==> src/rtl/wam_game_controller.sv <==
// wam_game_controller: whack-a-mole sequencing controller.
// Owns the game FSM (idle/play/pause/over), countdown, mole placement and
// lifetime, hit/miss scoring and LED drive. All outputs are registered.
// Optional feature macro: WAM_PENALTY_EN (non-mole toggles cost one point).
module wam_game_controller #(
  parameter int         GAME_SECONDS = 20,
  parameter int         MOLE_TICKS   = 4,
  parameter int         SCORE_MAX    = 99,
  parameter logic [7:0] LFSR_SEED    = 8'hA5
) (
  input  logic       clock,
  input  logic       reset,
  input  logic       sec_tick,
  input  logic       mole_tick,
  input  logic       btn_start,
  input  logic       btn_pause,
  input  logic [9:0] sw,
  output logic [9:0] led,
  output logic [6:0] score,
  output logic [6:0] misses,
  output logic [4:0] time_left,
  output logic [1:0] state,
  output logic       game_over
);

  typedef enum logic [1:0] {
    S_IDLE  = 2'b00,
    S_PLAY  = 2'b01,
    S_PAUSE = 2'b10,
    S_OVER  = 2'b11
  } state_t;

  localparam logic [6:0] SCORE_SAT = 7'(SCORE_MAX);
  localparam logic [4:0] TIME_INIT = 5'(GAME_SECONDS);
  localparam logic [3:0] AGE_LAST  = 4'(MOLE_TICKS - 1);

  state_t     state_q, state_d;
  logic [7:0] lfsr_q, lfsr_next;
  logic [3:0] mole_q, mole_d;
  logic [3:0] age_q, age_d;
  logic [6:0] score_d, misses_d;
  logic [4:0] time_d;
  logic [9:0] sw_q, led_d, toggle, mole_mask;
  logic       start_q, pause_q;
  logic       start_press, pause_press, hit, escape, last_sec;
  logic [3:0] cand, reloc_idx;

  // Fibonacci LFSR x^8+x^6+x^5+x^4+1, shifting toward the MSB
  assign lfsr_next = {lfsr_q[6:0], lfsr_q[7] ^ lfsr_q[5] ^ lfsr_q[4] ^ lfsr_q[3]};

  // Next mole position: never the current one, so a hit always visibly moves it
  assign cand      = 4'(lfsr_q % 8'd10);
  assign reloc_idx = (cand != mole_q) ? cand : ((cand == 4'd9) ? 4'd0 : cand + 4'd1);

  assign start_press = btn_start & ~start_q;
  assign pause_press = btn_pause & ~pause_q;
  assign toggle      = sw ^ sw_q;
  assign mole_mask   = 10'd1 << mole_q;
  assign hit         = |(toggle & mole_mask);
  assign escape      = mole_tick && (age_q == AGE_LAST);
  assign last_sec    = sec_tick && (time_left == 5'd1);
  assign state       = state_q;

  // Next-state and datapath decisions; start always wins and restarts the game
  always_comb begin
    state_d  = state_q;
    mole_d   = mole_q;
    age_d    = age_q;
    score_d  = score;
    misses_d = misses;
    time_d   = time_left;
    if (start_press) begin
      state_d  = S_PLAY;
      score_d  = '0;
      misses_d = '0;
      age_d    = '0;
      time_d   = TIME_INIT;
      mole_d   = reloc_idx;
    end else begin
      unique case (state_q)
        S_IDLE: begin
          score_d  = '0;
          misses_d = '0;
          age_d    = '0;
          time_d   = TIME_INIT;
        end
        S_PLAY: begin
          if (sec_tick && (time_left != 5'd0)) time_d = time_left - 5'd1;
          if (hit) begin
            score_d = (score < SCORE_SAT) ? score + 7'd1 : score;
            mole_d  = reloc_idx;
            age_d   = '0;
          end else if (escape) begin
            misses_d = (misses < SCORE_SAT) ? misses + 7'd1 : misses;
            mole_d   = reloc_idx;
            age_d    = '0;
          end else if (mole_tick) begin
            age_d = age_q + 4'd1;
          end
`ifdef WAM_PENALTY_EN
          if (!hit && (|(toggle & ~mole_mask)) && (score != 7'd0)) score_d = score - 7'd1;
`endif
          if (last_sec) state_d = S_OVER;
          else if (pause_press) state_d = S_PAUSE;
        end
        S_PAUSE: begin
          if (pause_press) state_d = S_PLAY;
        end
        S_OVER: begin
          time_d = '0;
        end
        default: state_d = S_IDLE;
      endcase
    end
    led_d = (state_d == S_PLAY) ? (10'd1 << mole_d) : '0;
  end

  // State and output registers; synchronous active-low reset
  always_ff @(posedge clock) begin
    if (!reset) begin
      state_q   <= S_IDLE;
      led       <= '0;
      score     <= '0;
      misses    <= '0;
      time_left <= TIME_INIT;
      game_over <= 1'b0;
      lfsr_q    <= LFSR_SEED;
      mole_q    <= '0;
      age_q     <= '0;
      sw_q      <= sw;
      start_q   <= btn_start;
      pause_q   <= btn_pause;
    end else begin
      state_q   <= state_d;
      led       <= led_d;
      score     <= score_d;
      misses    <= misses_d;
      time_left <= time_d;
      game_over <= (state_d == S_OVER);
      lfsr_q    <= lfsr_next;
      mole_q    <= mole_d;
      age_q     <= age_d;
      sw_q      <= sw;
      start_q   <= btn_start;
      pause_q   <= btn_pause;
    end
  end

endmodule
==> config.mk <==
export PLATFORM = sky130hd
export DESIGN_NAME = wam_game_controller
export DESIGN_NICKNAME = d
export VERILOG_FILES = /design/src/rtl/wam_game_controller.sv
export SDC_FILE = /design/constraint.sdc
export NUM_CORES = 1
export LEC_CHECK = 0
export ABC_AREA = 1
export BUFFER_PORTS_ARGS = -buffer_cell sky130_fd_sc_hd__clkbuf_2
export CORE_UTILIZATION = 25
export CTS_BUF_LIST = sky130_fd_sc_hd__clkbuf_8
export DETAILED_ROUTE_END_ITERATION = 16
export PLACE_DENSITY = 0.53
export SLEW_MARGIN = 20
export SYNTH_ARGS = -nofsm -noshare
export SYNTH_HDL_FRONTEND = slang
export SYNTH_SLANG_ARGS = --single-unit
==> constraint.sdc <==
create_clock -name clock -period 2.9 [get_ports clock]
set_input_delay 0.29 -clock clock [delete_from_list [all_inputs] [get_ports clock]]
set_output_delay 0.29 -clock clock [all_outputs]
set_load 0.005 [all_outputs]
---- Word level (Yosys, flattened, before mapping) ----
Index checks and enable logic that the tools add are counted.
operators by class
  multipliers ............................. 0
  bitwise logic cells ..................... 10
  equality and inequality tests ........... 16
  divide/modulo/power cells ............... 1
  order comparisons ....................... 2
  $add $sub $neg .......................... 5
  reductions and logical operators ........ 14
  multiplexer cells ....................... 24
  shift-type cells ........................ 2
operators with widths
  kind                                              count
  2-to-1 mux 4 bit                                  9
  2-to-1 mux 7 bit                                  5
  case mux 7 bit (2 select lines)                   2
  left shift 1 x 4 -> 10 bit, first input constant  2
  case mux 5 bit (3 select lines)                   1
  adder 7 x 1 -> 7 bit, second input constant       2
  < comparator 7 bit, second input constant         2
  != test 2 bit, second input constant              6
  bitwise AND 10 bit                                1
  OR reduction 10 bit                               1
  XOR 10 bit                                        1
  adder 4 x 1 -> 4 bit, second input constant       2
  modulo 8 x 4 -> 8 bit, second input constant      1
  2-to-1 mux 2 bit                                  4
  case mux 4 bit (2 select lines)                   1
  == test 2 bit, second input constant              3
  AND reduction 2 bit                               3
  == test 5 x 1 -> 1 bit, second input constant     1
  2-to-1 mux 5 bit                                  1
  nonzero test 5 bit                                1
  subtractor 5 x 1 -> 5 bit, second input constant  1
  == test 2 x 1 -> 1 bit, second input constant     2
  == test 4 x 2 -> 1 bit, second input constant     1
  == test 4 bit, second input constant              1
  13 further kinds                                  20
word-level totals
  word-level logic and storage cells ...... 86
  output and inout port bits .............. 32
  memories ................................ 0
  ROM bits ................................ 0
  register bits ........................... 60
  latch bits .............................. 0
  RAM bits ................................ 0
  input port bits ......................... 16

---- Longest topological paths before layout ----
Gate-level depths: netlist (run 1).
  word-level depth ........................ 9
  gate-level depth with buffers ........... 29
  gate-level depth less buffers ........... 29

---- Worst setup path before layout (run 1) ----
No wires, ideal clock.
  kind .................................... register -> register
  start point ............................. reg lfsr_q[7]
  end point ............................... reg led[2]
  data arrival time ....................... 2,538 ps
  path slack .............................. 250 ps
  stages on the path, launching flop included .. 28
  required time ........................... 2,788 ps
  setup time .............................. 112 ps
  clock period less this slack ............ 2,650 ps
  path buffers ............................ 0
  path through ............................ dfxtp_1 > inv_2 > o21ai_2 > inv_2 > nand2_4 > nand2_4 > a21oi_4 > nand2_2 > nand3_2 > nand2_4 > nand2_2 > inv_1 > o21bai_2 > nand2_2 > nand2_1 > nand2_1 > nand2_1 > nand2_1 > nand2_1 > nand2_2 > nor2_4 > nand2_1 > nand2_1 > nand3_1 > nand2_2 > inv_2 > nand2_1 > nor2_1
between the ends
  word-level cells in the longest chain between the ends .. 9
  elaborated cells on any way between the ends .. 11
  classes of those cells .................. add/sub (1); div (1); eq/ne (2); shift (1); mux (6)
RTL lines
  element                                                       line  RTL
  start, declared                                               38    logic [7:0] lfsr_q, lfsr_next;
  start signal, assigned                                        140   lfsr_q <= lfsr_next;
  modulo 8 x 4 -> 8 bit *                                       52    assign cand = 4'(lfsr_q % 8'd10);
  adder 4 x 1 -> 4 bit / == test 4 bit (equally long branches)  53    assign reloc_idx = (cand != mole_q) ? cand : ((cand == 4'd9) ? 4'd0 : cand + 4'd1);
  2-to-1 mux 4 bit                                              53
  2-to-1 mux 4 bit *                                            53
  2-to-1 mux 4 bit                                              93    end else if (escape) begin
  2-to-1 mux 4 bit                                              89    if (hit) begin
  2-to-1 mux 4 bit                                              80    unique case (state_q)
  2-to-1 mux 4 bit *                                            72    if (start_press) begin
  left shift 1 x 4 -> 10 bit *                                  115   led_d = (state_d == S_PLAY) ? (10'd1 << mole_d) : '0;
  end signal, assigned                                          135   led <= led_d;
  end, declared                                                 18    output logic [9:0] led,
Mark *: on every way between the ends. The rest lies on a longest branch, timed or not.
A chain may end at the register's enable or synchronous reset.

---- Final worst setup path (run 1) ----
  start point ............................. reg lfsr_q[7]
  end point ............................... reg led[3]
Same word-level chain as after synthesis.

==> flow_summary.ini, run 1 <==
[floorplanning]
rows = 41
dieArea_sq_um = 13500
die_y_um = 116
die_w_um = 116
ios = 48
initial_core_util = 0.257
core_area_sq_um = 12700

[clock_network]
clkSinkCount = 60
clk_latency_ps = 350
cts_root_buf = clkbuf_8
cts_buffers = 9
hold_buffers = 0
tritoncts = yes
htree_levels = 3
clkTransAtPathRegs_ps = 80
cts.path.max_buffers = 2

[flow_run]
cap_violations = 0

[timing]
fin_setup_tns_ps = -767
rsz0062_at_grt = yes
setup_viol = 12
report.final.hold_viol_count = 0
min_period_over_period = 1.04
worstMarginPinSlew_ps = 534
slew_headroom = 0.640
holdWs_ps = 50.6
fin_ws_ps = -107
period_minus_slack_ps = 3010
slew_violations = 0
skew_ps = 14.1
max_freq_ghz = 0.333

[critical_path]
critPathKind = flop to flop
arrival_ps = 3290
start_kind = flop
cp.required_ps = 3180
r2r_setup_slack_ps = -110
endpoint_kind = flop
worstPathMaxFanout = 6

[cells_and_area]
layout-drive-gt1-share = 0.377
antenna_cells = 0
regArea_sq_um = 1210
nets = 558
n_fill_cell = 1331
multi_input_area_sq_um = 2140
area_growth_syn_to_layout_pct = 35.6
fin_util = 0.349

[detailed_routing]
vias = 3188
drt_iter0_markers = 126
via_per_inst = 4.49
wl_per_cell_um = 11.9
ant_nets = 0
routed_wl_mm = 8.44
drc = 0
drtPass1Iterations = 4

[placed_design]
post-place-ws_ps = -113
portBuffers = 47
detailed_place_hpwl_mm = 6.01
globalplace.congestion = 0.802

[logic_synthesis]
synth_cells = 458
synth.top_cell.area_share = 0.368
ys_top_cells_by_area = dfxtp_1 37%, nand2_1 11%, inv_1 7.4%
yosysSeqAreaShare = 0.368
synth_warnings = 0
syn_area_per_cell_sq_um = 7.12
synth_edf_count = 0
ys_seq_elements = 60
ys_types = 39
async_reset_ff_frac = 0
synth_top_area_cell = dfxtp_1
synth_area_sq_um = 3260
synthesis.nets = 483
synth_flop_cell = dfxtp_1

[power_and_ir_drop]
power.total_mw = 2.74
power_density_nw_per_um2 = 620
irDropWorstVdd_mv = 0.222
p_leak_nw = 2.02

[global_route]
antenna_found_initial = 0
track_usage = 0.125
grt_max_degree = 15
grt_pass1_vias = 3024
overflow = 0
grt_pass1_wl_mm = 13.2

[status]
status = complete, but fails checks
violations = negative setup slack

[hold_path]
worstHoldPathType = input port to flop
==> cells in the final DEF (no fill, tap or decap), types with 4 or more instances in the layout <==
cell	Yosys	routed
nand2_2	15	32
buf_4	0	20
or2_2	4	4
nand2_4	8	17
nor2_2	2	6
clkbuf_8	0	10
inv_1	64	59
nand3_1	40	25
ha_1	9	9
a21oi_1	28	25
nor2_1	40	34
nor3b_1	4	4
nand3_2	8	16
clkinvlp_4	0	4
clkbuf_2	0	47
nand4_1	6	6
nor3_1	8	6
o21ai_0	20	19
inv_2	6	9
nand2_1	97	68
dfxtp_1	60	55
xor2_1	6	6
nand3_4	0	7
==> cells in the mapped netlist, types with 2 or more instances <==
library cell,number
nand3_2,8
xor2_1,6
nor3b_1,4
or2_2,4
a2111oi_0,2
and3_1,2
a21oi_4,2
nor2_1,40
nand2_4,8
a21oi_1,28
o21ai_0,20
nand3_1,40
nor2_2,2
nand4_1,6
nor3_1,8
clkbuf_1,4
ha_1,9
nand2_1,97
o21bai_2,2
inv_2,6
a211oi_1,3
o211ai_1,3
dfxtp_1,60
nand2_2,15
inv_1,64
a21o_2,2
==> state kept, by name, indices dropped and copies added, names as in the netlist <==
signal     cells
age_q          4
game_over      1
state          2
lfsr_q         8
mole_q         4
pause_q        1
time_left      5
start_q        1
score          7
sw_q          10
misses         7
led           10
==> cells by family after synthesis <==
group | Yosys count | share of synthesized area
compound gates | 69 | 0.134
xor+xnor | 7 | 0.0188
fa+ha+maj | 9 | 0.0345
buf+inv | 75 | 0.0863
flops | 60 | 0.368
simple gates | 238 | 0.358
==> cell type report <==
class	count	share of cell area
Clock buffer	10	0.0311
Clock inverter	6	0.0107
Inverter	71	0.0614
Multi-Input combinational cell	323	0.484
Sequential cell	60	0.275
Tap cell	172	0.0487
Timing Repair Buffer	68	0.0897
==> what timing repair did <==
action	in CTS	in global routing
pin swaps	5	21
setup buffers	6	11
gates resized for setup	31	70
setup endpoints to repair	11	18
==> per-layer routing <==
| layer | vias to the layer above | track usage | wire length, um |
|---|---|---|---|
| met5 | - | 0 | 0 |
| met4 | 0 | 0.0444 | 110 |
| met3 | 13 | 0.0332 | 395 |
| met2 | 62 | 0.225 | 4160 |
| met1 | 1478 | 0.142 | 3780 |
| li1 | 1635 | - | - |
==> worst paths after layout <==
path | from | endpoint | depth (start not counted)
max | lfsr_q[7] | led[3] | 24
min | btn_start | start_q | 1
max reg2reg | lfsr_q[7] | led[3] | 24
min reg2reg | score[6] | score[6] | 2
==> worst max-delay path, cell delays in order (launching register included) <==
cell	delay (ps)
dfxtp_4	410
a21o_4	140
nand2_2	70
o211ai_1	120
inv_1	100
a21oi_4	180
nand2_2	100
nand3_2	100
nand2_4	80
nand2_4	90
nand2_8	70
buf_4	140
nand2_4	90
buf_4	110
buf_4	110
nand3_4	90
nand3_4	120
nand2_4	60
nor2_4	140
nand3_2	100
nand2_2	70
inv_2	50
a21oi_4	190
nand3_4	110
nor2_2	110
==> through the flow <==
stage	instance area, sq um	cells
finish	4420	710
global route	4420	710
CTS	4060	699
detailed placement	3730	677
global placement	3730	677
floorplan	3260	458
==> power breakdown <==
part,switching (mW),internal (mW),leakage (nW)
logic,0.684,0.433,1.45
clock network,0.375,0.338,0.0815
registers,0.0499,0.865,0.494
total,1.11,1.64,2.02
No activity file was read; power rests on OpenSTA's default activity.
==> run 2: changes to the inputs <==
--- a/config.mk
+++ b/config.mk
@@ -5,7 +5,7 @@
 export SDC_FILE = /design/constraint.sdc
 export NUM_CORES = 1
 export LEC_CHECK = 0
-export ABC_AREA = 1
+export ABC_AREA = 0
 export BUFFER_PORTS_ARGS = -buffer_cell sky130_fd_sc_hd__clkbuf_2
 export CORE_UTILIZATION = 25
 export CTS_BUF_LIST = sky130_fd_sc_hd__clkbuf_8
==> flow_summary.ini, run 2 <==
[floorplanning]
initial_core_util = 0.258
core_area_sq_um = 14000
die_y_um = 122
rows = 43
dieArea_sq_um = 14900
die_w_um = 122
ios = 48

[clock_network]
cts_root_buf = clkbuf_8
clkSinkCount = 60
cts.path.max_buffers = 2
htree_levels = 3
tritoncts = yes
clk_latency_ps = 340
clkTransAtPathRegs_ps = 70
cts_buffers = 9

[status]
status = complete, but fails checks
violations = negative setup slack

[timing]
fin_ws_ps = -15.1
rsz0062_at_grt = yes
skew_ps = 9.53
setup_viol = 3
min_period_over_period = 1.01
report.final.hold_viol_count = 0
slew_violations = 0
slew_headroom = 0.534
max_freq_ghz = 0.343
worstMarginPinSlew_ps = 691
period_minus_slack_ps = 2920

[cells_and_area]
area_growth_syn_to_layout_pct = 35.7
antenna_cells = 0
final_common_cell = dfxtp_1
final_cell_mix = 54 x dfxtp_1, 50 x buf_4, 47 x clkbuf_2, 33 x nor2_1, 29 x nand2_1
design_area_sq_um = 4890
fin_util = 0.350
nets = 522
top_regs = led: 10 flops, sw_q: 10 flops, lfsr_q: 8 flops
layout-drive-gt1-share = 0.365

[power_and_ir_drop]
p_leak_nw = 1.97
irDropWorstVdd_mv = 0.327
power_density_nw_per_um2 = 545

[logic_synthesis]
async_reset_ff_frac = 0
synth_flop_cell = dfxtp_1
yosysMostFrequentCell = dfxtp_1
ys_seq_elements = 60
synth.top_cell.area_share = 0.333
synthesis.nets = 430
synth_edf_count = 0
ys_top_cells_by_count = 60 x dfxtp_1, 33 x nor2_1, 30 x nand2_1
syn_area_per_cell_sq_um = 8.90
synth_cells = 405
synth_warnings = 0
synth_top_area_cell = dfxtp_1
yosysSeqAreaShare = 0.333
ys_types = 78
ys_top_cells_by_area = dfxtp_1 33%, xnor2_1 3.9%, xor2_1 3.9%
synth_area_sq_um = 3610

[critical_path]
start_kind = flop
worstRegToRegCells = 11
critPathKind = flop to flop
cp.required_ps = 3160
arrival_ps = 3170
endpoint_kind = flop
worstPathMaxFanout = 8

[global_route]
top_usage_layer = met2
antenna_found_initial = 0
grt_pass1_vias = 3043
overflow = 0
grt_max_degree = 31
met3_usage = 0.0332
grt_pass1_wl_mm = 14.7
grt_util_met1 = 0.164
track_usage = 0.126
met2_usage = 0.202

[hold_path]
worstHoldPathType = input port to flop
hold_depth = 1

[detailed_routing]
wl_per_cell_um = 13.9
routed_wl_mm = 9.51
drt_iter0_markers = 203
drc = 0
via_per_inst = 4.81
drtPass1Iterations = 4
ant_nets = 0
vias = 3280

[placed_design]
portBuffers = 47
place_area_sq_um = 4300
globalplace.congestion = 0.858
detailed_place_hpwl_mm = 6.77

[flow_run]
cap_violations = 0
run 2: cell count changes in the layout (fill, tap and decap cells not counted), moves of 10 or more:
cell	change
inv_1	-48
nand2_1	-39
nand2_2	-31
buf_4	+30
nand2_4	-17
nand3_1	-16
xnor2_1	+15
nand3_2	-14
nand2b_1	+13
and2_1	+10
o21ai_0	-10
xor2_1	+10
run 2: routing by layer:
layer  share of wire  vias up
met5               0        -
met4           0.011        0
met3           0.035       11
met2            0.47       63
met1            0.48     1567
li1                -     1639
run 2: report_power, final:
| part | switching (mW) | total (mW) | leakage, nW | internal [mW] |
|---|---|---|---|---|
| logic | 0.459 | 0.879 | 1.36 | 0.420 |
| clock network | 0.331 | 0.883 | 0.122 | 0.551 |
| registers | 0.0413 | 0.906 | 0.494 | 0.864 |
| total | 0.832 | 2.67 | 1.97 | 1.84 |
run 2: logic make-up after synthesis:
family | count (synthesis) | share of synthesized area
adders and majority gates | 9 | 0.0312
and+or+nand+nor | 163 | 0.268
muxes | 13 | 0.0451
xor gates and xnor gates | 33 | 0.0822
AOI/OAI and AO/OA | 91 | 0.185
DFF | 60 | 0.333
buffers and inverters | 36 | 0.0555
run 2: timing repair:
action	CTS	global route
resized for setup	9	46
gates cloned	0	2
pin swaps	3	23
hold buffers	0	0
buffers inserted	0	11
endpoints found under the setup margin	11	13
run 2: area by class of cell:
| cell class | instances | area [sq um] |
|---|---|---|
| Tap cell | 180 | 225 |
| Clock buffer | 12 | 165 |
| Inverter | 13 | 52.6 |
| Sequential cell | 60 | 1220 |
| Multi-Input combinational cell | 309 | 2420 |
| Timing Repair Buffer | 104 | 742 |
| Clock inverter | 4 | 70.1 |
| Fill cell | 1458 | 9100 |
run 2: worst max-delay path: stages, from the launching register on:
cell and delay, ps:
dfxtp_4 370, and2b_2 280, buf_4 130, a21oi_1 40
mux2_2 280, a311oi_2 310, a21oi_2 90, o221ai_2 250
and2_4 210, nand4_1 150, a211o_4 440, nor4b_4 270
run 2: worst paths after layout:
path	from	endpoint	slack, ps
hold / removal	btn_start	start_q	60
hold reg to reg	score[6]	score[6]	520
setup / recovery	lfsr_q[6]	led[2]	-20
setup reg to reg	lfsr_q[6]	led[2]	-20
run 2: metrics by stage:
step	hold WS [ps]	total power, mW	std cells	TNS, ps	setup WS, ps
final	62.6	2.67	682	-32.9	-15.1
after global routing	50.1	2.81	682	-1350	-168
after CTS	48.4	2.55	669	0	6.18
after detailed placement	420	1.64	653	-177	-45.0
after global placement	417	1.64	653	0	3.81
after floorplan	318	1.41	405	0	261
==> run 3: changes to the inputs <==
--- a/config.mk
+++ b/config.mk
@@ -7,6 +7,8 @@
 export LEC_CHECK = 0
 export ABC_AREA = 0
 export BUFFER_PORTS_ARGS = -buffer_cell sky130_fd_sc_hd__clkbuf_2
+export CAP_MARGIN = 20
+export CORE_MARGIN = 2
 export CORE_UTILIZATION = 25
 export CTS_BUF_LIST = sky130_fd_sc_hd__clkbuf_8
 export DETAILED_ROUTE_END_ITERATION = 16
==> flow_summary.ini, run 3 (synthesized netlist as in run 2, its figures left out) <==
[cells_and_area]
fin_util = 0.352
final_cell_mix = 58 x buf_4, 55 x dfxtp_1, 47 x clkbuf_2, 33 x nor2_1, 29 x nand2_1
layout-drive-gt1-share = 0.373
design_area_sq_um = 4920
n_fill_cell = 1409
regArea_sq_um = 1220
final_common_cell = buf_4
top_regs = led: 10 flops, sw_q: 10 flops, lfsr_q: 8 flops
area_growth_syn_to_layout_pct = 36.5
fin_cells = 692
nets = 532
multi_input_area_sq_um = 2420
antenna_cells = 0

[detailed_routing]
wl_per_cell_um = 14.3
drc = 0
vias = 3405
routed_wl_mm = 9.89
drtPass1Iterations = 4
ant_nets = 0
via_per_inst = 4.92
drt_iter0_markers = 316

[global_route]
track_usage = 0.131
grt_pass1_vias = 3253
grt_pass1_wl_mm = 16.0
grt_max_degree = 31
overflow = 0
antenna_found_initial = 0

[floorplanning]
die_w_um = 124
ios = 48
initial_core_util = 0.258
core_area_sq_um = 14000
dieArea_sq_um = 15400
rows = 43
die_y_um = 124

[power_and_ir_drop]
irDropWorstVdd_mv = 0.300
power_density_nw_per_um2 = 535
p_leak_nw = 1.98

[timing]
slew_headroom = 0.593
max_freq_ghz = 0.336
fin_ws_ps = -76.1
rsz0062_at_grt = yes
report.final.hold_viol_count = 0
worstMarginPinSlew_ps = 604
skew_ps = 12.7
setup_viol = 7
min_period_over_period = 1.03
fin_setup_tns_ps = -355
period_minus_slack_ps = 2980
slew_violations = 0
holdWs_ps = 65.5

[clock_network]
htree_levels = 3
cts_buffers = 9
cts_root_buf = clkbuf_8
clk_latency_ps = 340
tritoncts = yes
clkTransAtPathRegs_ps = 60
clkSinkCount = 60
cts.path.max_buffers = 2

[critical_path]
start_kind = flop
worstPathMaxFanout = 8
cp.required_ps = 3150
critPathMaxStageDelay_ps = 450
critPathKind = flop to flop
critPathSlowestCell = a211o_4
cpMostUsedCell = buf_6
endpoint_kind = flop
worstPathCellList = buf_6 > buf_6 > and3b_2 > a2bb2oi_2 > o211ai_1 > a311oi_2 > a21oi_2 > o221ai_2 > and2_4 > nand4_1 > a211o_4 > nor4b_2
arrival_ps = 3230

[status]
violations = negative setup slack
status = complete, but fails checks

[flow_run]
cap_violations = 0

[placed_design]
globalplace.congestion = 0.891
place_area_sq_um = 4310
dp.cells = 658
detailed_place_hpwl_mm = 7.03
portBuffers = 47

[hold_path]
worstHoldPathType = input port to flop
## run 3: cell types whose count changed in the layout (fill, tap and decap cells not counted), sizes merged
cell	delta
o22ai	+1
bufinv	-1
buf	+10
## run 3: power breakdown
group          internal [mW]  total, mW  leakage, nW  switching [mW]
registers              0.864      0.910        0.494          0.0462
clock network          0.489      0.820        0.112           0.331
logic                  0.435      0.905         1.37           0.470
total                   1.79       2.64         1.98           0.847
## run 3: layout make-up
cell class                 instances  share of cell area
clock buffer                      13              0.0363
timing repair buffer             113               0.160
inverter                          13             0.00991
sequential                        60               0.248
clock inverter                     3             0.00864
multi-input combinational        310               0.492
tap                              180              0.0457
## run 3: path summary, 6_finish.rpt
| kind | end | cells past startpoint | from | slack, ps |
|---|---|---|---|---|
| min reg2reg | age_q[1] | 2 | age_q[1] | 510 |
| min | start_q | 1 | btn_start | 70 |
| max | led[0] | 12 | lfsr_q[7] | -80 |
| max reg2reg | led[0] | 12 | lfsr_q[7] | -80 |
## run 3: routing by layer
metal / global-route usage / wire (um)
met5: 0 / 0
met4: 0.0428 / 206
met3: 0.0316 / 512
met2: 0.219 / 4870
met1: 0.165 / 4300
## run 3: timing repair
item,4_1_cts,5_1_grt
pin swaps,13,23
setup endpoints to repair,13,13
gates resized for setup,30,25
setup buffers,6,11
cloned,1,0
hold buffers,0,0
## run 3: worst max-delay path, delay by kind of cell, from the launching register on
family	cells	cell delay [ps]
AO/OA/AOI/OAI	6	1390
buffers and inverters	2	230
flip-flops	1	370
AND/OR/NAND/NOR	4	890
## run 3: stage by stage
stage | power (mW) | setup WS [ps]
after floorplan | 1.41 | 261
after global placement | 1.65 | -205
after detailed placement | 1.66 | -350
after CTS | 2.58 | -45.5
after global routing | 2.78 | -200
final | 2.64 | -76.1
